$ cat src/rtl/pipe_stall_flush_ctrl.sv
// Pipeline hazard controller. It resolves per-stage stall and redirect requests into
// stall, bubble and flush vectors, and holds a flush for several cycles after a redirect.
// It also keeps a saturating stall-cycle counter and a sticky stall watchdog.
module pipe_stall_flush_ctrl #(
  parameter int unsigned STAGES       = 6,
  parameter int unsigned FLUSH_CYCLES = 1,
  parameter int unsigned CNT_W        = 16,
  parameter int unsigned WDOG_LIMIT   = 1023
) (
  input  logic              clk,
  input  logic              rst,
  input  logic              rdy,
  input  logic [STAGES-1:0] stall_req,
  input  logic [STAGES-1:0] flush_req,
  output logic [STAGES-1:0] stall,
  output logic [STAGES-1:0] bubble,
  output logic [STAGES-1:0] flush,
  output logic [CNT_W-1:0]  stall_cnt,
  output logic              hang
);

  localparam int unsigned IdxW  = (STAGES > 1) ? $clog2(STAGES) : 1;
  localparam int unsigned WdogW = 10;
  localparam logic [WdogW-1:0] WdogLim  = WdogW'(WDOG_LIMIT);
  localparam logic [3:0]       HoldLoad = 4'(FLUSH_CYCLES - 1);

  // Highest requesting stage for stall (s) and flush (f)
  logic [IdxW-1:0] s_idx, f_idx;
  logic            s_any, f_any;

  // Raw resolution before the flush override
  logic [STAGES-1:0] stall_raw, bubble_raw, fmask_new, flush_eff;

  // Flush hold state
  logic [3:0]        hold_cnt_q, hold_cnt_d;
  logic [STAGES-1:0] hold_mask_q, hold_mask_d;
  logic [IdxW-1:0]   hold_f_q, hold_f_d;
  logic              hold_act, new_req;

  // Counters and watchdog state
  logic [CNT_W-1:0] stall_cnt_d;
  logic [WdogW-1:0] wdog_q, wdog_d;
  logic [IdxW-1:0]  wdog_s_q, wdog_s_d;
  logic             wdog_vld_q, wdog_vld_d;
  logic             hang_d;
  logic             any_stall;

  // Priority encoders: ascending scan so the highest (oldest) request wins
  always_comb begin
    s_idx = '0;
    s_any = 1'b0;
    f_idx = '0;
    f_any = 1'b0;
    for (int i = 0; i < int'(STAGES); i++) begin
      if (stall_req[i]) begin
        s_idx = IdxW'(i);
        s_any = 1'b1;
      end
      if (flush_req[i]) begin
        f_idx = IdxW'(i);
        f_any = 1'b1;
      end
    end
  end

  // Raw stall/bubble/flush masks derived from s and f
  always_comb begin
    stall_raw  = '0;
    bubble_raw = '0;
    fmask_new  = '0;
    for (int j = 0; j < int'(STAGES); j++) begin
      stall_raw[j]  = s_any && (j <= int'(s_idx));
      bubble_raw[j] = s_any && (j == int'(s_idx) + 1);
      fmask_new[j]  = f_any && (j < int'(f_idx));
    end
  end

  assign hold_act  = (hold_cnt_q != 4'd0);
  // A redirect from stage 0 has no younger stage to discard, so it is ignored
  assign new_req   = f_any && (f_idx != '0);
  assign flush_eff = fmask_new | (hold_act ? hold_mask_q : '0);

  // Output resolution: freeze on reset or !rdy, otherwise flush overrides stall/bubble
  always_comb begin
    if (rst || !rdy) begin
      stall  = '1;
      bubble = '0;
      flush  = '0;
    end else begin
      flush  = flush_eff;
      stall  = stall_raw & ~flush_eff;
      bubble = bubble_raw & ~flush_eff;
    end
  end

  assign any_stall = |stall;

  // Flush hold next state: reload on a new redirect, otherwise count down
  always_comb begin
    hold_cnt_d  = hold_cnt_q;
    hold_mask_d = hold_mask_q;
    hold_f_d    = hold_f_q;
    if (rdy) begin
      if (new_req) begin
        hold_cnt_d = HoldLoad;
        if (!hold_act || (f_idx >= hold_f_q)) begin
          hold_mask_d = fmask_new;
          hold_f_d    = f_idx;
        end else begin
          hold_mask_d = hold_mask_q | fmask_new;
        end
      end else if (hold_act) begin
        hold_cnt_d = hold_cnt_q - 4'd1;
      end
    end
  end

  // Stall counter and watchdog next state; the first cycle of a new s counts as one
  always_comb begin
    stall_cnt_d = stall_cnt;
    wdog_d      = wdog_q;
    wdog_s_d    = wdog_s_q;
    wdog_vld_d  = wdog_vld_q;
    if (rdy) begin
      if (any_stall && (stall_cnt != '1)) begin
        stall_cnt_d = stall_cnt + 1'b1;
      end
      if (!any_stall) begin
        wdog_d     = '0;
        wdog_vld_d = 1'b0;
      end else begin
        if (wdog_vld_q && (s_idx == wdog_s_q)) begin
          wdog_d = (wdog_q >= WdogLim) ? wdog_q : wdog_q + 1'b1;
        end else begin
          wdog_d = WdogW'(1);
        end
        wdog_s_d   = s_idx;
        wdog_vld_d = 1'b1;
      end
    end
    hang_d = hang | (wdog_d >= WdogLim);
  end

  // State registers
  always_ff @(posedge clk or posedge rst) begin
    if (rst) begin
      hold_cnt_q  <= 4'd0;
      hold_mask_q <= '0;
      hold_f_q    <= '0;
      stall_cnt   <= '0;
      wdog_q      <= '0;
      wdog_s_q    <= '0;
      wdog_vld_q  <= 1'b0;
      hang        <= 1'b0;
    end else begin
      hold_cnt_q  <= hold_cnt_d;
      hold_mask_q <= hold_mask_d;
      hold_f_q    <= hold_f_d;
      stall_cnt   <= stall_cnt_d;
      wdog_q      <= wdog_d;
      wdog_s_q    <= wdog_s_d;
      wdog_vld_q  <= wdog_vld_d;
      hang        <= hang_d;
    end
  end

endmodule

$ cat config.mk
export PLATFORM = sky130hd
export DESIGN_NAME = pipe_stall_flush_ctrl
export DESIGN_NICKNAME = d
export VERILOG_FILES = /design/src/rtl/pipe_stall_flush_ctrl.sv
export SDC_FILE = /design/constraint.sdc
export NUM_CORES = 1
export LEC_CHECK = 0
export BUFFER_PORTS_ARGS = -buffer_cell sky130_fd_sc_hd__buf_4
export CORE_MARGIN = 8
export CORE_UTILIZATION = 50
export CTS_CLUSTER_DIAMETER = 30
export CTS_CLUSTER_SIZE = 30
export DETAILED_ROUTE_END_ITERATION = 12
export GPL_TIMING_DRIVEN = 0
export PLACE_DENSITY = 0.76
export RECOVER_POWER = 50
export SLEW_MARGIN = 20
export SYNTH_ARGS = -nofsm -noshare
export SYNTH_HDL_FRONTEND = slang
export SYNTH_SLANG_ARGS = --single-unit
$ cat constraint.sdc
create_clock -name clk -period 3.2 [get_ports clk]
set_clock_uncertainty 0.2 [all_clocks]
set_input_delay 0.64 -clock clk [delete_from_list [all_inputs] [get_ports clk]]
set_output_delay 0.64 -clock clk [all_outputs]
set_load 0.005 [all_outputs]
**Word-level counts from Yosys, hierarchy flattened**

Index checks and enable logic that the tools add are counted.

- Register bits after elaboration: 44
- Logic and storage cells: 107

- Mux-type cells: 34
- Equality and inequality tests: 7
- Bitwise gates (word level): 6
- Reductions and logical operators: 34
- $lt $le $gt $ge: 14
- Add/sub/neg operators: 4

Operators by type and width:

| operator | number |
|---|---|
| == test 3 x 32 -> 1 bit (first input constant) | 2 |
| 2-to-1 mux 10 bit | 4 |
| == test 2 x 32 -> 1 bit (first input constant) | 1 |
| == test 4 x 32 -> 1 bit (first input constant) | 1 |
| zero test 32 bit | 1 |
| 2-to-1 mux 6 bit | 5 |
| 2-to-1 mux 3 bit | 8 |
| >= comparator 10 bit (second input constant) | 2 |
| logical AND 1 bit | 20 |
| adder 16 x 1 -> 16 bit (second input constant) | 1 |
| inequality test 16 bit (second input constant) | 1 |
| 2-to-1 mux 1 bit | 15 |
| AND 6 bit | 2 |
| OR 6 bit | 2 |
| adder 10 x 1 -> 10 bit (second input constant) | 1 |
| 2-to-1 mux 4 bit | 2 |
| AND reduction 2 bit | 4 |
| less-or-equal comparator 2 x 3 -> 1 bit (first input constant) | 2 |
| less-or-equal comparator 3 bit (first input constant) | 2 |
| < comparator 1 x 3 -> 1 bit (first input constant) | 2 |
| < comparator 2 x 3 -> 1 bit (first input constant) | 2 |
| < comparator 3 bit (first input constant) | 2 |
| inverter 6 bit | 1 |
| OR reduction 6 bit | 1 |
| other kinds (13) | 15 |

**Depth between registers and ports, before layout**

Gate-level depths: netlist of run 1.

- Word-level depth: 16
- Gate-level depth with buffers: 11
- Mapped depth without buffers: 11

**Worst setup path after synthesis of run 1**

OpenSTA, ideal clock, no wires.

- Kind: input -> register
- Start point: input port rst
- End point: register stall_cnt[7]
- Arrival: 3,258 ps
- Setup slack: -338 ps
- Data required time: 2,920 ps
- Buffers on the path: 1
- Stages on the path: 8
- Path through: inv_1 -> nand2_1 -> a21o_1 -> o41ai_4 -> a21oi_4 -> buf_6 -> nand4_1 -> xnor2_1

- Word-level cells in the longest chain between the ends: 5

RTL lines:

| what | RTL line | RTL |
|---|---|---|
| start: declaration | 11 | `input logic rst,` |
| logical OR 1 bit | 85 | `if (rst \|\| !rdy) begin` |
| 2-to-1 mux 6 bit | 85 |  |
| via stall[3] | 15 | `output logic [STAGES-1:0] stall,` |
| OR reduction 6 bit | 96 | `assign any_stall = \|stall;` |
| logical AND 1 bit | 125 | `if (any_stall && (stall_cnt != '1)) begin` |
| AND reduction 2 bit (no source line) | n/a |  |
| end signal: assignment | 159 | `stall_cnt <= stall_cnt_d;` |
| end: declaration | 18 | `output logic [CNT_W-1:0] stall_cnt,` |

The timed path passes the listed nets, and every way through them passes these cells.
A chain may end at the register's enable or synchronous reset.

**Worst setup path after layout of run 1**

- Start point: register hold_cnt_q[0]
- End point: output port stall[0]

- Word-level cells in the longest chain between the ends: 6

RTL lines:

| what | RTL line | RTL |
|---|---|---|
| start: declaration | 35 | `logic [3:0] hold_cnt_q, hold_cnt_d;` |
| start signal: assignment | 156 | `hold_cnt_q <= hold_cnt_d;` |
| nonzero test 4 bit | 78 | `assign hold_act = (hold_cnt_q != 4'd0);` |
| 2-to-1 mux 6 bit | 81 | `assign flush_eff = fmask_new \| (hold_act ? hold_mask_q : '0);` |
| OR 6 bit | 81 |  |
| inverter 6 bit | 91 | `stall = stall_raw & ~flush_eff;` |
| AND 6 bit | 91 |  |
| 2-to-1 mux 6 bit | 85 |  |
| end: declaration | 15 |  |

No other way between the ends.

==> results of run 1 <==
report_power, final:
group	leakage, nW	internal, W	switching, W	total (W)
Sequential	0.565	0.000613	0.0000774	0.000691
Clock	0.0541	0.000231	0.000192	0.000423
Combinational	0.782	0.000156	0.000161	0.000317
cells by family after synthesis:
kind of cell,after synthesis,synth area share (%)
AND/OR/NAND/NOR,143,26.2
adder cells (fa/ha/maj),6,2.75
buffers and inverters,27,4.45
multiplexers,2,0.826
AO/OA/AOI/OAI,73,20.1
XOR/XNOR,16,5.14
other,1,0.138
flip-flops,44,40.4
path summary, 6_finish.rpt:
| kind | depth (start not counted) | start | to | slack, ns |
|---|---|---|---|---|
| worst max-delay path | 8 | hold_cnt_q[0] | stall[0] | 0.1 |
| worst min-delay path | 2 | rst | wdog_q[9] | 0.20 |
| worst max register to register | 11 | hold_cnt_q[0] | stall_cnt[5] | 0.17 |
| worst min register to register | 1 | hang | hang | 0.31 |
| max in group asynchronous | 2 | rst | stall_cnt[0] | 1.94 |
| min in group clk | 1 | hang | hang | 0.31 |
cell usage after synthesis (4+ instances only):
cell type  count
nor3b_1        4
nor2_1        36
dfrtp_1       44
nand4_1        9
o31ai_1        7
xnor2_1       15
clkbuf_1      10
and3_1         7
a22o_1         4
a21oi_1       20
nand3_1       13
inv_1         13
o21ai_0       15
nand2_1       43
ha_1           6
nor3_1         7
flip-flops by register name (all words and copies together) (netlist names):
register and cells:
hold_mask_q 6, hold_cnt_q 4, stall_cnt 16, wdog_q 10, wdog_s_q 3, hold_f_q 3
wdog_vld_q 1, hang 1
final cells by class:
| cell class | count | area share [%] |
|---|---|---|
| Buffer | 14 | 2.26 |
| Sequential cell | 44 | 33.1 |
| Tap cell | 72 | 2.71 |
| Timing Repair inverter | 1 | 0.150 |
| Clock buffer | 5 | 2.07 |
| Inverter | 13 | 1.58 |
| Timing Repair Buffer | 49 | 10.9 |
| Clock inverter | 3 | 1.28 |
| Multi-Input combinational cell | 241 | 45.9 |
per-stage QoR:
stage,area [um^2],TNS [ns],hold slack (ns),util [%],std cells
floorplan,2730,0,0.254,-,312
global placement,3160,-13.73,0.275,58.9,430
detailed placement,3160,-13.33,0.293,58.9,430
CTS,3290,0,0.209,61.2,440
global route,3330,0,0.231,62.0,442
finish,3330,0,0.202,62.0,442
critical path: stages, from the launching register on:
cell       delay (ns)
dfrtp_1          0.41
inv_1            0.10
ha_4             0.15
or3b_1           0.35
buf_4            0.18
a2111oi_4        0.39
o31a_4           0.20
nand2b_1         0.09
buf_4            0.10
per-layer routing:
layer / vias to the layer above / wire length, um / GRT usage, %
met4: 0 / 70 / 5.64
met3: 7 / 366 / 4.57
met5: - / 0 / 0
li1: 1230 / - / -
met1: 1182 / 3160 / 21.2
met2: 52 / 3150 / 26.4
timing repair:
item / in CTS / in global routing
endpoints found under the setup margin: 37 / 11
endpoints found under the hold margin: 0 / 0
buffers inserted: 1 / 2
pin swaps: 1 / 2
resized for setup: 0 / 8
cloned: 1 / 0
hold buffers: 0 / 0
==> flow_summary.json, run 1 <==
{
  "outcome": "finished, final reports clean",
  "drt_first_pass_iters": 4,
  "powerDensity_mw_per_mm2": 430,
  "synth_top_cell_by_area": "dfrtp_1",
  "dp_hpwl_um": 4860,
  "drv_cap": 0,
  "initial_core_util_pct": 50.7,
  "n_antenna_cell": 0,
  "routed_wirelength_um": 6740,
  "synth_nets": 333,
  "p_leak_nw": 1.40,
  "grt_pass1_vias": 2427,
  "post-route-period-util_pct": 96.9,
  "setup_ws_ns": 0.0994,
  "worstPathArrival_ns": 2.26,
  "vias": 2471,
  "insertion_delay_ns": 0.30,
  "ys.warnings.count": 0,
  "detail-route-antenna-nets": 0,
  "cts_tree": "yes",
  "synth_top_area_share_pct": 40.4,
  "p_total_w": 0.00143,
  "cts_sinks": 44,
  "clkTransAtPathRegs_ns": 0.09,
  "antenna_found_initial": 0,
  "rows": 27,
  "fmax_mhz": 323,
  "cts_buffer_depth": 2,
  "gr-total-overflow": 0,
  "critPathKind": "flip-flop to primary output",
  "slew_headroom_pct": 30.2,
  "critPathCaptureType": "primary output",
  "finalHoldViolCount": 0,
  "synth_area_per_cell_um2": 8.73,
  "wl_per_cell_um": 15.3,
  "path_max_fanout": 8,
  "place_ws_ns": -0.528,
  "peakVddDrop_uv": 330,
  "yosys-top-cells-area": "dfrtp_1 40%, nand2_1 5.9%, nor2_1 5.0%, xnor2_1 4.8%, a21oi_1 3.7%",
  "setup_violations": 0,
  "multiInputGateArea_mm2": 0.00153,
  "initialDrtViolationCount": 155,
  "syn_inst": 312,
  "cts_htree_levels": 2,
  "cp-start-kind": "flip-flop",
  "critPathRequiredTime_ns": 2.36,
  "synth_seq_area_share_pct": 40.4,
  "track_usage_pct": 16.6,
  "port_buffers": 46,
  "synthArstFlopShare_pct": 100,
  "core_mm2": 0.00537,
  "synth_area_mm2": 0.00273,
  "layout_common_cells": "44 x dfrtp_1, 42 x nand2_1, 36 x nor2_1",
  "worstMarginPinSlew_ns": 1.04,
  "fin_nets": 390,
  "seqCellArea_mm2": 0.00110,
  "dieHeight_um": 89.8,
  "cts-root-buf": "clkbuf_8",
  "grt_max_degree": 24,
  "gp_congestion": 0.810,
  "vias_per_cell": 5.59,
  "rsz0062_at_grt": "false",
  "drive_gt1_share_pct": 20.8,
  "hold_class": "input pin to asynchronous set/reset pin",
  "grt_pass1_wl_um": 11500,
  "nFillCells": 471,
  "drc": 0,
  "fin_crit_ns": 3.10,
  "die_x_um": 89.8,
  "ys.flop_type": "dfrtp_1",
  "cts_inserted_buffers": 5,
  "final_common_cell": "dfrtp_1",
  "synth-edff-count": 0,
  "slew_viol_final": 0,
  "syn2layout_area_growth_pct": 22.1,
  "synth_cell_type_count": 58,
  "synth-seq-cells": 44,
  "io_pins": 50,
  "die_area_mm2": 0.00807
}
(Power assumes the default switching activity.)
==> run 2: changes to the inputs <==
--- a/config.mk
+++ b/config.mk
@@ -7,12 +7,12 @@
 export LEC_CHECK = 0
 export BUFFER_PORTS_ARGS = -buffer_cell sky130_fd_sc_hd__buf_4
 export CORE_MARGIN = 8
-export CORE_UTILIZATION = 50
+export CORE_UTILIZATION = 45
 export CTS_CLUSTER_DIAMETER = 30
 export CTS_CLUSTER_SIZE = 30
 export DETAILED_ROUTE_END_ITERATION = 12
 export GPL_TIMING_DRIVEN = 0
-export PLACE_DENSITY = 0.76
+export PLACE_DENSITY = 0.69
 export RECOVER_POWER = 50
 export SLEW_MARGIN = 20
 export SYNTH_ARGS = -nofsm -noshare
==> flow_summary.json, run 2 (synthesized netlist as in run 1, its figures left out) <==
{
  "cp_cell_sequence": "inv_2 -> ha_4 -> or3b_1 -> buf_6 -> a2111oi_4 -> o31a_4 -> nand2b_1 -> buf_4",
  "drt_first_pass_iters": 4,
  "cts_inserted_buffers": 5,
  "drive_gt1_share_pct": 21.4,
  "largest_register_ffs": 16,
  "place_inst": 433,
  "fmax_mhz": 319,
  "grt_pass1_wl_um": 12000,
  "grt_max_degree": 24,
  "initialDrtViolationCount": 141,
  "post-route-period-util_pct": 97.9,
  "antenna_found_initial": 0,
  "worst-path-stages": 8,
  "outcome": "finished, final reports clean",
  "cp-startpoint": "hold_cnt_q[1]",
  "gp_congestion": 0.834,
  "cts_htree_levels": 2,
  "grt_pass1_vias": 2515,
  "die_area_mm2": 0.00880,
  "dp_hpwl_um": 5040,
  "critPathSlowestCell": "a2111oi_4",
  "powerDensity_mw_per_mm2": 402,
  "drc": 0,
  "rr_endpoint": "stall_cnt[5]",
  "insertion_delay_ns": 0.29,
  "finalHoldViolCount": 0,
  "worstMarginPinSlew_ns": 1.05,
  "cts_sinks": 44,
  "core_mm2": 0.00589,
  "p_leak_nw": 1.41,
  "slew_viol_final": 0,
  "path_buf_inv": 3,
  "peakVddDrop_uv": 419,
  "crit_family": "compound AO/OA/AOI/OAI gates",
  "endpoint": "stall[0]",
  "worstPathArrival_ns": 2.29,
  "gr-total-overflow": 0,
  "syn2layout_area_growth_pct": 22.6,
  "p_total_w": 0.00134,
  "initial_core_util_pct": 46.3,
  "final_common_cell": "dfrtp_1",
  "port_buffers": 46,
  "n_antenna_cell": 0,
  "critPathRequiredTime_ns": 2.36,
  "top_regs": "stall_cnt (16), wdog_q (10), hold_mask_q (6)",
  "regMostFlops": "stall_cnt",
  "hold_class": "input pin to asynchronous set/reset pin",
  "routed_wirelength_um": 7050,
  "cp-start-kind": "flip-flop",
  "drv_cap": 0,
  "cts-root-buf": "clkbuf_8",
  "path_max_fanout": 5,
  "fin_crit_ns": 3.13,
  "rows": 28,
  "cts_tree": "yes",
  "slew_headroom_pct": 29.7,
  "layout_common_cells": "44 x dfrtp_1, 43 x nand2_1, 37 x buf_4",
  "clkTransAtPathRegs_ns": 0.09,
  "io_pins": 50,
  "critPathCaptureType": "primary output",
  "slowest_delay_ns": 0.42,
  "vias": 2579,
  "track_usage_pct": 16.5,
  "critPathKind": "flip-flop to primary output",
  "vias_per_cell": 5.74,
  "fin_nets": 395,
  "cts_buffer_depth": 2,
  "rr_startpoint": "hold_cnt_q[1]",
  "r2r_slack_ns": 0.13,
  "setup_violations": 0,
  "totalNegativeSetupSlack_ns": 0,
  "wl_per_cell_um": 15.7,
  "fin_util_pct": 56.8,
  "dieHeight_um": 93.8,
  "die_x_um": 93.8,
  "detail-route-antenna-nets": 0,
  "fin_cells": 449,
  "reg2reg_depth": 11
}
-- run 2: metrics by stage --
| stage | area (um^2) | hold slack [ns] | worst slack (ns) |
|---|---|---|---|
| floorplan | 2730 | 0.254 | 0.203 |
| CTS | 3270 | 0.228 | 0.0135 |
| finish | 3340 | 0.143 | 0.0684 |
| global placement | 3170 | 0.267 | -0.454 |
| global route | 3340 | 0.163 | -0.0112 |
| detailed placement | 3170 | 0.289 | -0.501 |
-- run 2: where the power goes --
group	internal [W]	switching, W	leakage (nW)
Sequential	0.000613	0.0000796	0.565
Combinational	0.000155	0.000162	0.801
Clock	0.000148	0.000186	0.0400
-- run 2: layout make-up --
cell class                      count  area, um^2
Clock buffer                        5        68.8
Sequential cell                    44        1100
Fill cell                         568        2540
Multi-Input combinational cell    241        1520
Clock inverter                      2        12.5
Tap cell                           75        93.8
Timing Repair inverter              2        10.0
Inverter                           13        52.6
Timing Repair Buffer               53         399
Buffer                             14        80.1
-- run 2: per-layer routing --
metal	GRT usage (%)	vias to the layer above	share of wire [%]	routed length (um)
met1	21.0	1286	45	3200
li1	-	1242	-	-
met3	3.04	5	4.0	280
met4	2.91	0	0.45	32
met2	28.4	46	50	3540
met5	0	-	0	0
-- run 2: worst min-delay path by stage --
| stage | from | endpoint | slack (ns) | cells past startpoint |
|---|---|---|---|---|
| 3_5_place_dp | hold_mask_q[3] | hold_mask_q[3] | 0.29 | 1 |
| 2_1_floorplan | hold_f_q[0] | hold_f_q[0] | 0.25 | 2 |
| 6_report | rst | wdog_vld_q | 0.14 | 2 |
| 4_1_cts | rst | wdog_vld_q | 0.23 | 2 |
| 5_1_grt | rst | wdog_vld_q | 0.16 | 2 |
| 3_3_place_gp | hold_f_q[0] | hold_f_q[0] | 0.27 | 2 |
-- run 2: worst reg2reg max path: stages (launching register included) --
cell and delay, ns:
dfrtp_1 0.41, inv_2 0.08, ha_4 0.15, or3b_1 0.36, buf_6 0.14, a2111oi_4 0.42
o31a_4 0.22, buf_4 0.13, o41ai_4 0.14, a2111oi_0 0.43, nand2_1 0.13, xnor2_1 0.14
-- run 2: repair_timing --
item,in CTS,in global routing
hold buffers,0,0
pin swaps,1,2
cloned,1,1
buffers inserted,2,5
resized for setup,1,8
setup endpoints to repair,39,19
endpoints found under the hold margin,0,0
